## src/rtl/ffn_bias_relu_requant.sv

```systemverilog
`default_nettype none
// ============================================================================
// Module  : ffn_bias_relu_requant
// Purpose : Per-column bias add, ReLU and round-half-up requantization of a
//           2*WIDTH product matrix, one element per clock, 2-stage pipeline.
// Revision: 1.0 - initial release
// ============================================================================
module ffn_bias_relu_requant #(
    parameter int N     = 3,
    parameter int Dout  = 3,
    parameter int WIDTH = 8,
    parameter int SHIFT = 2
) (
    input  logic                                        clk,
    input  logic                                        reset,
    input  logic                                        START,
    input  logic signed [N-1:0][Dout-1:0][2*WIDTH-1:0]  c,
    input  logic signed [Dout-1:0][2*WIDTH-1:0]         bias,
    output logic signed [N-1:0][Dout-1:0][WIDTH-1:0]    y,
    output logic                                        DONE
);

    localparam int c_RW   = (N > 1)    ? $clog2(N)    : 1;
    localparam int c_CW   = (Dout > 1) ? $clog2(Dout) : 1;
    localparam int c_SW   = 2*WIDTH + 1;
    localparam int c_TW   = 2*WIDTH + 2;
    // (1 << SHIFT) >> 1 yields 2^(SHIFT-1), and 0 when SHIFT is 0
    localparam logic [c_TW-1:0] c_RND = (c_TW'(1) << SHIFT) >> 1;
    localparam logic [c_TW-1:0] c_MAX = c_TW'((1 << (WIDTH-1)) - 1);

    typedef enum logic [1:0] {
        S_IDLE  = 2'd0,
        S_RUN   = 2'd1,
        S_DRAIN = 2'd2,
        S_DONE  = 2'd3
    } state_t;

    state_t                               state_q, state_d;
    logic [c_RW-1:0]                      row_q, row_d;
    logic [c_CW-1:0]                      col_q, col_d;
    logic                                 vld_q, vld_d;
    logic signed [c_SW-1:0]               sum_q, sum_d;
    logic [c_RW-1:0]                      srow_q, srow_d;
    logic [c_CW-1:0]                      scol_q, scol_d;
    logic [N-1:0][Dout-1:0][WIDTH-1:0]    y_q, y_d;
    logic                                 done_q, done_d;

    logic                                 w_col_end;
    logic                                 w_last;
    logic [c_TW-1:0]                      w_t;
    logic [WIDTH-1:0]                     w_res;

    assign w_col_end = (col_q == c_CW'(Dout-1));
    assign w_last    = w_col_end && (row_q == c_RW'(N-1));

    // Sum is only rounded/shifted when positive, so the sign-extended
    // widening never feeds a negative value into the shift.
    assign w_t = (c_TW'(sum_q) + c_RND) >> SHIFT;

    always_comb begin
        w_res = '0;
        if (sum_q > 0) begin
            if (w_t > c_MAX) begin
                w_res = c_MAX[WIDTH-1:0];
            end else begin
                w_res = w_t[WIDTH-1:0];
            end
        end
    end

    always_comb begin
        state_d = state_q;
        row_d   = row_q;
        col_d   = col_q;
        vld_d   = 1'b0;
        sum_d   = sum_q;
        srow_d  = srow_q;
        scol_d  = scol_q;
        y_d     = y_q;
        done_d  = done_q;

        case (state_q)
            S_IDLE: begin
                if (START) begin
                    state_d = S_RUN;
                    row_d   = '0;
                    col_d   = '0;
                end
            end
            S_RUN: begin
                vld_d  = 1'b1;
                sum_d  = c_SW'($signed(c[row_q][col_q])) + c_SW'($signed(bias[col_q]));
                srow_d = row_q;
                scol_d = col_q;
                if (w_col_end) begin
                    col_d = '0;
                    row_d = w_last ? '0 : row_q + c_RW'(1);
                end else begin
                    col_d = col_q + c_CW'(1);
                end
                if (w_last) begin
                    state_d = S_DRAIN;
                end
            end
            S_DRAIN: begin
                state_d = S_DONE;
                done_d  = 1'b1;
            end
            S_DONE: begin
                if (START) begin
                    state_d = S_RUN;
                    done_d  = 1'b0;
                    row_d   = '0;
                    col_d   = '0;
                end
            end
            default: state_d = S_IDLE;
        endcase

        if (vld_q) begin
            y_d[srow_q][scol_q] = w_res;
        end
    end

    always_ff @(posedge clk or negedge reset) begin
        if (!reset) begin
            state_q <= S_IDLE;
            row_q   <= '0;
            col_q   <= '0;
            vld_q   <= 1'b0;
            sum_q   <= '0;
            srow_q  <= '0;
            scol_q  <= '0;
            y_q     <= '0;
            done_q  <= 1'b0;
        end else begin
            state_q <= state_d;
            row_q   <= row_d;
            col_q   <= col_d;
            vld_q   <= vld_d;
            sum_q   <= sum_d;
            srow_q  <= srow_d;
            scol_q  <= scol_d;
            y_q     <= y_d;
            done_q  <= done_d;
        end
    end

    assign y    = y_q;
    assign DONE = done_q;

endmodule
`default_nettype wire

```

## config.mk

```make
export PLATFORM = sky130hd
export DESIGN_NAME = ffn_bias_relu_requant
export DESIGN_NICKNAME = d
export VERILOG_FILES = /design/src/rtl/ffn_bias_relu_requant.sv
export SDC_FILE = /design/constraint.sdc
export NUM_CORES = 1
export LEC_CHECK = 0
export ABC_AREA = 1
export BUFFER_PORTS_ARGS = -buffer_cell sky130_fd_sc_hd__buf_2
export CORE_MARGIN = 2
export CORE_UTILIZATION = 40
export DETAILED_ROUTE_END_ITERATION = 8
export PLACE_DENSITY = 0.68
export RECOVER_POWER = 25
export SYNTH_ARGS = -nofsm -noshare
export SYNTH_HDL_FRONTEND = slang
export SYNTH_SLANG_ARGS = --single-unit
```

## constraint.sdc

```tcl
create_clock -name clk -period 6.08 [get_ports clk]
set_input_delay 0 -clock clk [delete_from_list [all_inputs] [get_ports clk]]
set_output_delay 0 -clock clk [all_outputs]
set_load 0.01 [all_outputs]
```

# Word level (Yosys, flattened, before mapping)
# Cells that the tools add are included.
[word_totals] reg_bits=101 input_bits=195 out_inout_bits=73
[op_classes] addsub=4 order_cmp=8 n_eq_ne=9 mux=25 reduce_logical=11
[ops] op="$bmux 48 s2" count=1
[ops] op="$bwmux 72" count=1
[ops] op="$bmux 16 s2" count=2
[ops] op="$demux 24 s2" count=1
[ops] op="$mux 48" count=1
[ops] op="$mux 16" count=2
[ops] op="$mux 24" count=1
[ops] op="$mux 8" count=3
[ops] op="$add 17x3->18 const B" count=1
[ops] op="$add 16x16->17" count=1
[ops] op="$gt 17x1->1 const B" count=1
[ops] op="$demux 8 s2" count=1
[ops] op="$gt 16x7->1 const B" count=1
[ops] op="$lt 2x3->1 const B" count=4
[ops] op="$mux 2" count=6
[ops] op="$eq 2x2->1 const B" count=4
[ops] op="$pmux 2 s2" count=2
[ops] op="$ne 2x2->1 const B" count=3
[ops] op="$pmux 2 s3" count=1
[ops] op="$reduce_and 2->1" count=3
[ops] op="$add 2x1->2 const B" count=2
[ops] op="$ge 2x1->1 const B" count=2
[ops] op="$reduce_bool 2->1" count=2
[ops] op="$logic_and 1x1->1" count=3
[ops] op="7 further kinds" count=8

# Depth between registers and ports, before layout
# Gate-level depths: netlist of run 1.
[depth] ltp_word=7 ltp_mapped=19

# Least setup slack after synthesis of run 1
# OpenSTA, ideal clock, no wires.
[synth_timing] path_type="register to register" startpoint="register row_q[0]" endpoint="register sum_q[16]" arrival_ps=2737 slack_ps=3210 stages_incl_launch_ff=18 path_cell_list="dfrtp_1 -> clkbuf_1 -> nor2_1 -> clkbuf_1 -> buf_1 -> nand3_1 -> nand4_1 -> ha_1 -> fa_1 -> nand2_1 -> a21oi_1 -> inv_1 -> o21ai_0 -> nand3_1 -> nand2_1 -> nand2_1 -> nand3_1 -> o21ai_0"
[synth_between] elab_chain_cells=5
[synth_rtl] element="start, declared" line="39" source="logic [c_RW-1:0] row_q, row_d;"
[synth_rtl] element="start signal, assigned" line="138" source="row_q <= row_d;"
[synth_rtl] element="$bmux 48 s2" line="92" source="sum_d = c_SW'($signed(c[row_q][col_q])) + c_SW'($signed(bias[col_q]));"
[synth_rtl] element="$mux 48 (not written as such)" line="92"
[synth_rtl] element="$bmux 16 s2" line="92"
[synth_rtl] element="$mux 16 (not written as such)" line="92"
[synth_rtl] element="$add 16x16->17" line="92"
[synth_rtl] element="end signal, assigned" line="141" source="sum_q <= sum_d;"
[synth_rtl] element="end, declared" line="42" source="logic signed [c_SW-1:0] sum_q, sum_d;"
# Every way passes these cells. The select of a mux whose other input is x is not followed.
# A chain may end at the register's enable or synchronous reset.

# Final worst setup path of run 1
[layout_timing] startpoint="register row_q[1]" endpoint="register sum_q[16]"
# Same word-level chain as after synthesis.

==> results.tsv, run 1 <==
metric	value	unit
Synth Area in XOR/XNOR	0.0154	
Min Clock Period, post-route	4.20	ns
DRT Pass-1 Iters	5	
Tightest Pin Transition	2.55	ns
Post-Syn Instances	979	
die area	18100	sq um
failing checks	max-capacitance violations, max-slew violations	
Core Rows	47	
Overall Global Routing Usage	0.256	
GR peak layer	met2	
Crit. End Element	flip-flop	
Worst path top cell family by delay	simple AND/OR/NAND/NOR gates	
met3 Resource Use GR	0.0394	
remaining routing DRC violations	0	
cell taking the most area after synthesis	dfrtp_1	
commonest non-fill, non-tap cell in the layout	nand2_1	
Post-DRT Antenna Nets	0	
area occupied by multi-input gates	3900	sq um
largest net degree at the start of global routing	64	
Yosys top cell area share	0.371	
Nets	1442	
Die Y	134	microns
vias in the first global route	7055	
Clock Skew	0.00568	ns
postcts setup bufs	0	
most frequent cells in the layout	322 x nand2_1, 246 x buf_2, 107 x nand3_1, 100 x dfrtp_1, 84 x nor2_1	
Crit path arrival time	4.39	ns
die width	134	microns
H-Tree Depth	3	
maximum clock path buffer count	2	
final core occ	0.520	
Worst Hold Slack	0.141	ns
most area-consuming cells after synthesis	dfrtp_1 37%, nand2_1 18%, nand3_1 7.9%	
Compound-Gate Fraction of Synth Area	0.132	
# fillers	1676	
1st-iter DRT viols	572	
ys flop type	dfrtp_1	
WS Path Type	reg -> reg	
pwr dens	528	nW/um^2
multiplexer share of the synthesized area	0	
post-DR wirelength/cell	16.1	microns
Port Buf Inserts	267	
max incr delay on CP	0.95	ns
pre-CTS setup slack	1.95	ns
Synthesized Nets	1196	
fraction of layout cells with a size suffix above 1	0.249	
hpwl dp	18.4	mm
CTS clk-pin slew, worst paths	0.07	ns
Post-synth EDFFs	0	
CP Cell Sequence	inv_1, nor2_4, nand2_1, o21ai_0, nand2_1, nand4_1, ha_1, fa_1, nand2_1, a21oi_1, inv_1, o21ai_0, nand3_1, nand2_1, nand2_1, nand3_1, o21ai_0	
Data required, critical path	6.27	ns
CTS tree	built	
Synth Warn #	0	
Buf/Inv on CP	2	
final WL	23.3	mm
Distinct cells, synth	39	
initial antenna violation count	1	
relative slew slack	-0.700	
RePlAce Congestion	0.939	
PnR worst setup slack	1.88	ns
DR vias/cell	5.19	
maximum vdd ir drop	0.000210	V
Clock Sinks	101	
global-route track usage on met1	0.326	
Post-Syn Area per Cell	6.96	sq um
vias	7527	
Max Fclk	238	MHz
Slew Limit Fails	50	
CP most frequent cell	nand2_1	
first-pass GRT wire length	36.5	mm
Setup Viol. Count Final	0	
clk_lat worst skew	0.35	ns
boundary pin count	268	
largest family of logic cells by synthesized area	simple AND/OR/NAND/NOR gates	
met2 usage	0.431	
Initial Util	0.411	
LEAKAGE	4.53	nW
sequential-to-total area share from yosys stat	0.371	
Max-Cap Viols	1	
unrepaired setup endpoints after global routing	false	
Worst Setup Start Kind	flip-flop	
Num CTS Buffers	9	
final hold violations	0	
crit share post-route	0.691	
GR Overflow Total	0	
Core Box Area	16600	sq um
final setup TNS	0	ns
Mapped Area	6810	sq um
Reg area	2530	sq um
Area Growth Syn to Fin	26.7	%
HP Class	in -> reg	
Post-Synth Simple-Gate Area	0.380	
Post-synth ARST share	1.00	
adder-cell share of the synthesized area	0.0415	
status	finished, violations left	
Max stage delay cell, worst path	nor2_4	
post_cts resized	0	
number of synthesized register bits	101	
CTS root buffer	clkbuf_16	
crit-path max FO	49	
[worst min-delay path, cell delays in order]
cell and delay, ns:
buf_2 0.08, nand2_1 0.04, nand2_1 0.08, ha_1 0.14, nand2_1 0.06, nand2_1 0.06
[Yosys cell counts (2+ instances only)]
cell type  count
o221ai_1       5
or2_2         11
buf_1          3
nand4_1       16
nor2_2         3
nor2_1        88
nor2_4         3
ha_1          21
nand3_4        7
o21ai_0       83
dfrtp_1      101
nand3_2        2
o21bai_1       2
xor2_1         5
a22oi_1       13
nor3_1         7
nand3_1      107
clkbuf_1      36
xnor2_1        7
a21oi_1       34
inv_1         67
nand2_2        4
o211ai_1      10
a31oi_1        2
a21o_1         3
nor2_8         2
nor4_1         4
nand2_1      322
[metrics by stage]
step	power, mW	cells	cell area (sq um)
after global routing	5.01	1451	8630
after global placement	3.95	1432	8340
final	4.56	1451	8630
after floorplan	3.15	979	6810
after detailed placement	3.97	1432	8340
after CTS	4.56	1450	8660
[final cells by class]
class	count	share of cell area
timing repair buffer	275	0.159
antenna	1	0.000290
tap	220	0.0319
multi-input combinational	771	0.452
clock inverter	5	0.00710
inverter	67	0.0291
clock buffer	11	0.0270
sequential	101	0.293
[metal layers]
layer,part of all wire,vias up
li1,-,3738
met1,0.42,3419
met2,0.47,325
met3,0.071,45
met4,0.036,0
met5,0,-
[path summary, 6_finish.rpt]
kind	end	slack, ns	start	depth (start not counted)
max	sum_q[16]	1.88	row_q[1]	17
min	sum_q[0]	0.14	bias[32]	6
max reg2reg	sum_q[16]	1.88	row_q[1]	17
min reg2reg	y[7]	0.47	y[7]	2
max in group asynchronous	row_q[0]	3.30	reset	3
min in group asynchronous	y[26]	0.99	reset	2
[registers in the layout, indices dropped and copies added, names as in the netlist]
| name | count |
|---|---|
| row_q | 2 |
| DONE | 1 |
| srow_q | 2 |
| scol_q | 2 |
| col_q | 2 |
| vld_q | 1 |
| state_q | 2 |
| sum_q | 17 |
| y | 72 |
[where the power goes]
| part | leakage [nW] | total [mW] | internal (mW) | switching [mW] |
|---|---|---|---|---|
| clock | 0.144 | 0.574 | 0.321 | 0.253 |
| sequential | 1.31 | 1.20 | 0.935 | 0.268 |
| combinational | 3.08 | 2.78 | 1.01 | 1.77 |
| total | 4.53 | 4.56 | 2.27 | 2.29 |
[cells by family (layout without fill, tap and decap cells)]
family	Yosys count	after routing
flops	101	101
other cells	0	1
fa+ha+maj	22	22
simple gates	579	579
buf+inv	107	358
compound gates	158	158
xor+xnor	12	12
[repair_timing]
| item | 4_1_cts | 5_1_grt |
|---|---|---|
| hold buffers | 2 | 0 |
| hold endpoints to repair | 49 | 0 |
| endpoints found under the setup margin | 0 | 0 |
Note: power is estimated with default switching activity, not from simulation.
==> run 2: changes to the inputs <==
Settings changed: ABC_AREA 1 to 0, PLACE_DENSITY 0.68 to 0.71.
Clock period 6.08 ns to 3.8 ns, I/O delays scaled along.
==> results.tsv, run 2 <==
metric	value	unit	change
Largest register FFs	72		unchanged
Mapped Area	6440	sq um	-5.4%
vias in the first global route	5913		-16%
most frequent cells after synthesis	101 x dfrtp_1, 76 x nand2_1, 64 x mux2i_1		
HP Class	in -> reg		
largest family of logic cells by synthesized area	compound AO/OA/AOI/OAI gates		
Clock Sinks	101		unchanged
Clock Skew	0.0120	ns	+0.00636 ns
CTS clk-pin slew, worst paths	0.07	ns	about the same
Nets	1153		-20%
WS Path Type	reg -> reg		
Tightest Pin Transition	0.914	ns	-1.64 ns
max incr delay on CP	0.52	ns	-0.43 ns
multiplexer share of the synthesized area	0.126		+0.126
hpwl dp	16.3	mm	-12%
Synthesized Nets	895		-25%
area occupied by multi-input gates	3730	sq um	-4.4%
H-Tree Depth	3		unchanged
die width	131	microns	-2.7%
Distinct cells, synth	59		+51%
Data required, critical path	4.03	ns	-2.24 ns
worst reg2reg path endpoint	sum_q[15]		
Overall Global Routing Usage	0.236		-0.0198
Num CTS Buffers	9		unchanged
worst setup path end	sum_q[15]		
remaining routing DRC violations	0		unchanged
CTS tree	built		
# fillers	1515		-9.6%
1st-iter DRT viols	463		-19%
final hold violations	0		unchanged
Compound-Gate Fraction of Synth Area	0.250		+0.117
Setup Viol. Count Final	0		unchanged
Max stage delay cell, worst path	dfrtp_2		
ys flop type	dfrtp_1		
Post-synth ARST share	1.00		unchanged
Reg area	2530	sq um	about the same
vias	6275		-17%
Slew Limit Fails	0		-100%
DR vias/cell	5.41		+4.4%
Hold Path Stages	5		-1
Max Fclk	285	MHz	+20%
Synth Warn #	0		unchanged
GR Overflow Total	0		unchanged
Max-Cap Viols	0		-1
crit-path max FO	15		-69%
most frequent cells in the layout	198 x buf_2, 99 x dfrtp_1, 76 x nand2_1, 69 x clkbuf_1, 64 x mux2i_1		
Core Rows	46		-2.1%
worst reg-to-reg path cell count	12		-5
CP Depth	12		-5
crit share post-route	0.923		+0.233
Post-Syn Area per Cell	9.50	sq um	+37%
Area Growth Syn to Fin	28.8	%	
Yosys top cell area share	0.393		+0.0214
final core occ	0.524		+0.00374
LEAKAGE	3.70	nW	-18%
Total Power	6.95	mW	+53%
status	finished, final reports clean		
Post-Synth Simple-Gate Area	0.134		-0.247
most area-consuming cells after synthesis	dfrtp_1 39%, mux2i_1 9.9%, a22o_2 5.3%		
clk_lat worst skew	0.35	ns	about the same
Worst Setup Start Kind	flip-flop		
first-pass GRT wire length	31.3	mm	-14%
Post-Syn Instances	678		-31%
Port Buf Inserts	267		unchanged
Initial Util	0.407		-0.00379
Worst path top cell family by delay	compound AO/OA/AOI/OAI gates		
maximum clock path buffer count	2		unchanged
initial antenna violation count	2		+1
Post-DRT Antenna Nets	0		unchanged
sequential-to-total area share from yosys stat	0.393		+0.0214
Crit path arrival time	3.74	ns	-0.65 ns
count leader, synth	dfrtp_1		
commonest non-fill, non-tap cell in the layout	buf_2		
die area	17100	sq um	-5.3%
flop2flop setup slack	0.29	ns	-1.59 ns
unrepaired setup endpoints after global routing	false		
post-DR wirelength/cell	17.7	microns	+10%
Crit. End Element	flip-flop		
Min Clock Period, post-route	3.51	ns	-0.691 ns
Buf/Inv on CP	1		-1
final WL	20.5	mm	-12%
boundary pin count	268		unchanged
Die Y	131	microns	-2.7%
final setup TNS	0	ns	unchanged
relative slew slack	0.391		+1.09
CP Cell Sequence	buf_4, mux2i_1, o21ai_0, o21ai_0, o22ai_1, ha_1, a2111oi_0, o21ai_0, a41oi_2, o31ai_1, xor2_1, mux2_2		
cell taking the most area after synthesis	dfrtp_1		
Crit. Startpoint	row_q[1]		
fraction of layout cells with a size suffix above 1	0.317		+0.0679
number of synthesized register bits	101		unchanged
pwr dens	838	nW/um^2	+59%
maximum vdd ir drop	0.000469	V	+120%
largest net degree at the start of global routing	73		+14%
RePlAce Congestion	0.979		+4.3%
DRT Pass-1 Iters	5		unchanged
CP most frequent cell	o21ai_0		
Core Box Area	15800	sq um	-4.6%
Synth Area in XOR/XNOR	0.0245		+0.00905
Post-synth EDFFs	0		unchanged
adder-cell share of the synthesized area	0.0439		+0.00239
CTS root buffer	clkbuf_16		
FF-to-FF Start	row_q[1]		
-- run 2: cell count changes after synthesis, moves of 9 or more --
cell     before  now
inv_1        67   11
mux2i_1       0   64
a22oi_1      13    1
a22o_2        0   34
a22o_1        1   29
o22ai_1       1   19
mux2_2        0   15
and2_1        0    9
or2_2        11    0
o21ai_0      83   63
nand2_1     322   76
nand3_1     107    7
nand4_1      16    4
nor2_1       88   47
-- run 2: worst min-delay path by stage --
stage,from,to,slack [ns]
after floorplan,reset,DONE,-0.30
after global placement,reset,y[47],0.19
after detailed placement,reset,y[40],0.19
after CTS,bias[16],sum_q[0],0.24
after global routing,bias[16],sum_q[0],0.26
final,bias[16],sum_q[0],0.25
-- run 2: timing repair --
item / 4_1_cts / 5_1_grt
endpoints found under the hold margin: 73 / 0
gates resized for setup: 0 / 1
hold buffers: 2 / 0
setup endpoints to repair: 0 / 1
setup buffers: 0 / 0
-- run 2: cell type report --
type,instances,share of cell area
multi-input combinational,526,0.450
clock inverter,5,0.00799
antenna,2,0.000603
clock buffer,11,0.0293
sequential,101,0.305
tap,216,0.0326
inverter,11,0.00498
timing repair buffer,287,0.170
-- run 2: kinds of logic (layout without fill, tap and decap cells) --
| family | Yosys count | count (layout) |
|---|---|---|
| XOR/XNOR | 18 | 18 |
| adder cells (fa/ha/maj) | 22 | 22 |
| other | 0 | 2 |
| multiplexers | 79 | 79 |
| buffers and inverters | 51 | 314 |
| AND/OR/NAND/NOR | 179 | 179 |
| AO/OA/AOI/OAI | 228 | 228 |
| flip-flops | 101 | 101 |
-- run 2: metal layers --
| metal | share of wire | vias to the layer above | routed length (microns) | global-route usage |
|---|---|---|---|---|
| met5 | 0 | - | 0 | 0 |
| met4 | 0.018 | 0 | 363 | 0.0620 |
| met3 | 0.060 | 25 | 1240 | 0.0379 |
| met2 | 0.49 | 270 | 10100 | 0.406 |
| met1 | 0.43 | 2935 | 8860 | 0.310 |
| li1 | - | 3045 | - | - |
-- run 2: worst reg2reg max path, cell delays in order (launching register included) --
cell and delay (ns):
dfrtp_2 0.52, buf_4 0.33, mux2i_1 0.24, o21ai_0 0.08, o21ai_0 0.18, o22ai_1 0.13
ha_1 0.41, a2111oi_0 0.45, o21ai_0 0.25, a41oi_2 0.27, o31ai_1 0.12, xor2_1 0.15
mux2_2 0.27
-- run 2: power breakdown --
group | leakage [nW] | switching (mW) | internal, mW
Sequential | 1.31 | 0.403 | 1.50
Combinational | 2.24 | 2.28 | 1.82
Clock | 0.148 | 0.406 | 0.537
Total | 3.70 | 3.09 | 3.86
-- run 2: through the flow --
step | hold slack (ns) | cells | instance area [sq um] | worst slack, ns
floorplan | -0.296 | 678 | 6440 | 0.301
global placement | 0.186 | 1139 | 8040 | 0.492
detailed placement | 0.192 | 1139 | 8040 | 0.359
CTS | 0.237 | 1157 | 8370 | 0.342
global route | 0.263 | 1159 | 8300 | 0.00970
finish | 0.248 | 1159 | 8300 | 0.292
==> run 3: changes to the inputs <==
Settings changed: PLACE_DENSITY 0.71 to 0.69.
Clock period 3.8 ns to 4.1 ns, I/O delays scaled along.
==> results.tsv, run 3 (synthesis results as in run 2) <==
metric	value	unit	change
Crit. End Element	flip-flop		
Slew Limit Fails	0		unchanged
DRT Pass-1 Iters	4		-1
worst reg2reg path endpoint	sum_q[15]		
Initial Util	0.407		unchanged
Data required, critical path	4.33	ns	+0.30 ns
status	finished, final reports clean		
initial antenna violation count	2		unchanged
Clock Skew	0.0118	ns	-0.000239 ns
final core occ	0.520		-0.00427
final WL	21.2	mm	+3.5%
Placed Cells incl. Taps	1133		-0.53%
Overall Global Routing Usage	0.251		+0.0146
Core Box Area	15800	sq um	unchanged
crit share post-route	0.851		-0.0718
final setup TNS	0	ns	unchanged
Nets	1147		-0.52%
post_cts resized	0		unchanged
maximum vdd ir drop	0.000404	V	-14%
Hold Path End	sum_q[0]		
Tightest Pin Transition	0.881	ns	-0.0332 ns
remaining routing DRC violations	0		unchanged
maximum clock path buffer count	2		unchanged
crit-path max FO	53		+38
H-Tree Depth	3		unchanged
flop2flop setup slack	0.61	ns	+0.32 ns
Worst Setup Start Kind	flip-flop		
Setup Viol. Count Final	0		unchanged
pwr dens	770	nW/um^2	-8.1%
first-pass GRT wire length	32.7	mm	+4.4%
Largest register FFs	72		unchanged
Die Y	131	microns	unchanged
Max Fclk	286	MHz	+0.50%
WS Path Type	reg -> reg		
LEAKAGE	3.67	nW	-0.88%
fraction of layout cells with a size suffix above 1	0.312		-0.00438
die area	17100	sq um	unchanged
post-route insts no fill	1152		-0.60%
GR Overflow Total	0		unchanged
die width	131	microns	unchanged
vias in the first global route	6013		+1.7%
worst reg-to-reg path cell count	12		unchanged
CTS clk-pin slew, worst paths	0.08	ns	about the same
Post-DRT Antenna Nets	0		unchanged
Worst Hold Slack	0.184	ns	-0.0639 ns
# fillers	1569		+3.6%
boundary pin count	268		unchanged
Num CTS Buffers	9		unchanged
relative slew slack	0.413		+0.0221
hold path startpoint	bias[16]		
Port Buf Inserts	267		unchanged
1st-iter DRT viols	357		-23%
Clock Sinks	101		unchanged
RePlAce Congestion	0.905		-7.6%
Crit path arrival time	3.72	ns	-0.02 ns
HP Class	in -> reg		
Hold Path Stages	5		unchanged
CTS root buffer	clkbuf_16		
largest net degree at the start of global routing	75		+2.7%
FF-to-FF Start	row_q[1]		
hpwl dp	16.9	mm	+3.7%
Total Power	6.33	mW	-8.8%
Min Clock Period, post-route	3.49	ns	-0.0174 ns
Core Rows	46		unchanged
Max-Cap Viols	0		unchanged
CTS tree	built		
final hold violations	0		unchanged
clk_lat worst skew	0.35	ns	about the same
vias	6202		-1.2%
commonest non-fill, non-tap cell in the layout	buf_2		
unrepaired setup endpoints after global routing	false		
Area Growth Syn to Fin	27.8	%	
most frequent cells in the layout	198 x buf_2, 99 x dfrtp_1, 76 x nand2_1, 68 x clkbuf_1, 64 x mux2i_1		
DR vias/cell	5.38		-0.56%
post-DR wirelength/cell	18.4	microns	+4.1%
-- run 3: cell types whose count changed in the layout (fill, tap and decap cells not counted) --
cell and delta:
clkinv_4 +2, clkinvlp_4 -1, diode_2 -1, a41oi_1 +1
inv_6 -1, clkbuf_1 -1, clkinv_2 +2, inv_8 +1
buf_12 +1, a41oi_2 -1, buf_4 -7, clkbuf_8 -1
bufinv_16 -1
-- run 3: area by class of cell --
type / instances / area (sq um) / share of cell area
Inverter: 11 / 41.3 / 0.00502
Tap cell: 216 / 270 / 0.0328
Sequential cell: 101 / 2530 / 0.307
Multi-Input combinational cell: 526 / 3720 / 0.453
Clock inverter: 7 / 58.8 / 0.00715
Timing Repair Buffer: 281 / 1380 / 0.167
Clock buffer: 9 / 225 / 0.0274
Antenna cell: 1 / 2.50 / 0.000304
-- run 3: worst max path at each step --
stage | slack (ns) | end | cells past startpoint | startpoint
after global routing | 0.38 | sum_q[15] | 11 | col_q[1]
after detailed placement | 0.64 | sum_q[12] | 13 | row_q[1]
after CTS | 0.63 | sum_q[12] | 13 | row_q[1]
after floorplan | 0.60 | sum_q[12] | 14 | row_q[1]
final | 0.61 | sum_q[15] | 12 | row_q[1]
after global placement | 0.69 | sum_q[12] | 13 | row_q[1]
-- run 3: power by group --
part	switching (mW)	total (mW)	internal, mW
logic	2.11	3.76	1.65
registers	0.366	1.76	1.39
clock network	0.391	0.812	0.421
-- run 3: routing by layer --
| metal | global-route usage | part of all wire | vias up |
|---|---|---|---|
| met5 | 0 | 0.00061 | - |
| met4 | 0.0626 | 0.020 | 2 |
| met3 | 0.0578 | 0.073 | 30 |
| met2 | 0.422 | 0.47 | 256 |
| met1 | 0.328 | 0.44 | 2872 |
| li1 | - | - | 3042 |
-- run 3: repair_timing --
item / 4_1_cts / 5_1_grt
hold endpoints to repair: 74 / 0
setup buffers: 0 / 0
hold buffers: 2 / 0
-- run 3: critical path, stage by stage (launching register included) --
cell and delay (ns):
dfrtp_2 0.41, buf_12 0.32, mux2i_1 0.22, o21ai_0 0.08
o21ai_0 0.28, o22ai_1 0.16, ha_1 0.40, a2111oi_0 0.40
o21ai_0 0.22, a41oi_1 0.33, o31ai_1 0.13, xor2_1 0.14
mux2_2 0.26
-- run 3: metrics by stage --
stage / worst slack [ns] / area (sq um)
after floorplan: 0.601 / 6440
after global placement: 0.695 / 8010
after detailed placement: 0.638 / 8010
after CTS: 0.633 / 8310
after global routing: 0.381 / 8230
final: 0.609 / 8230
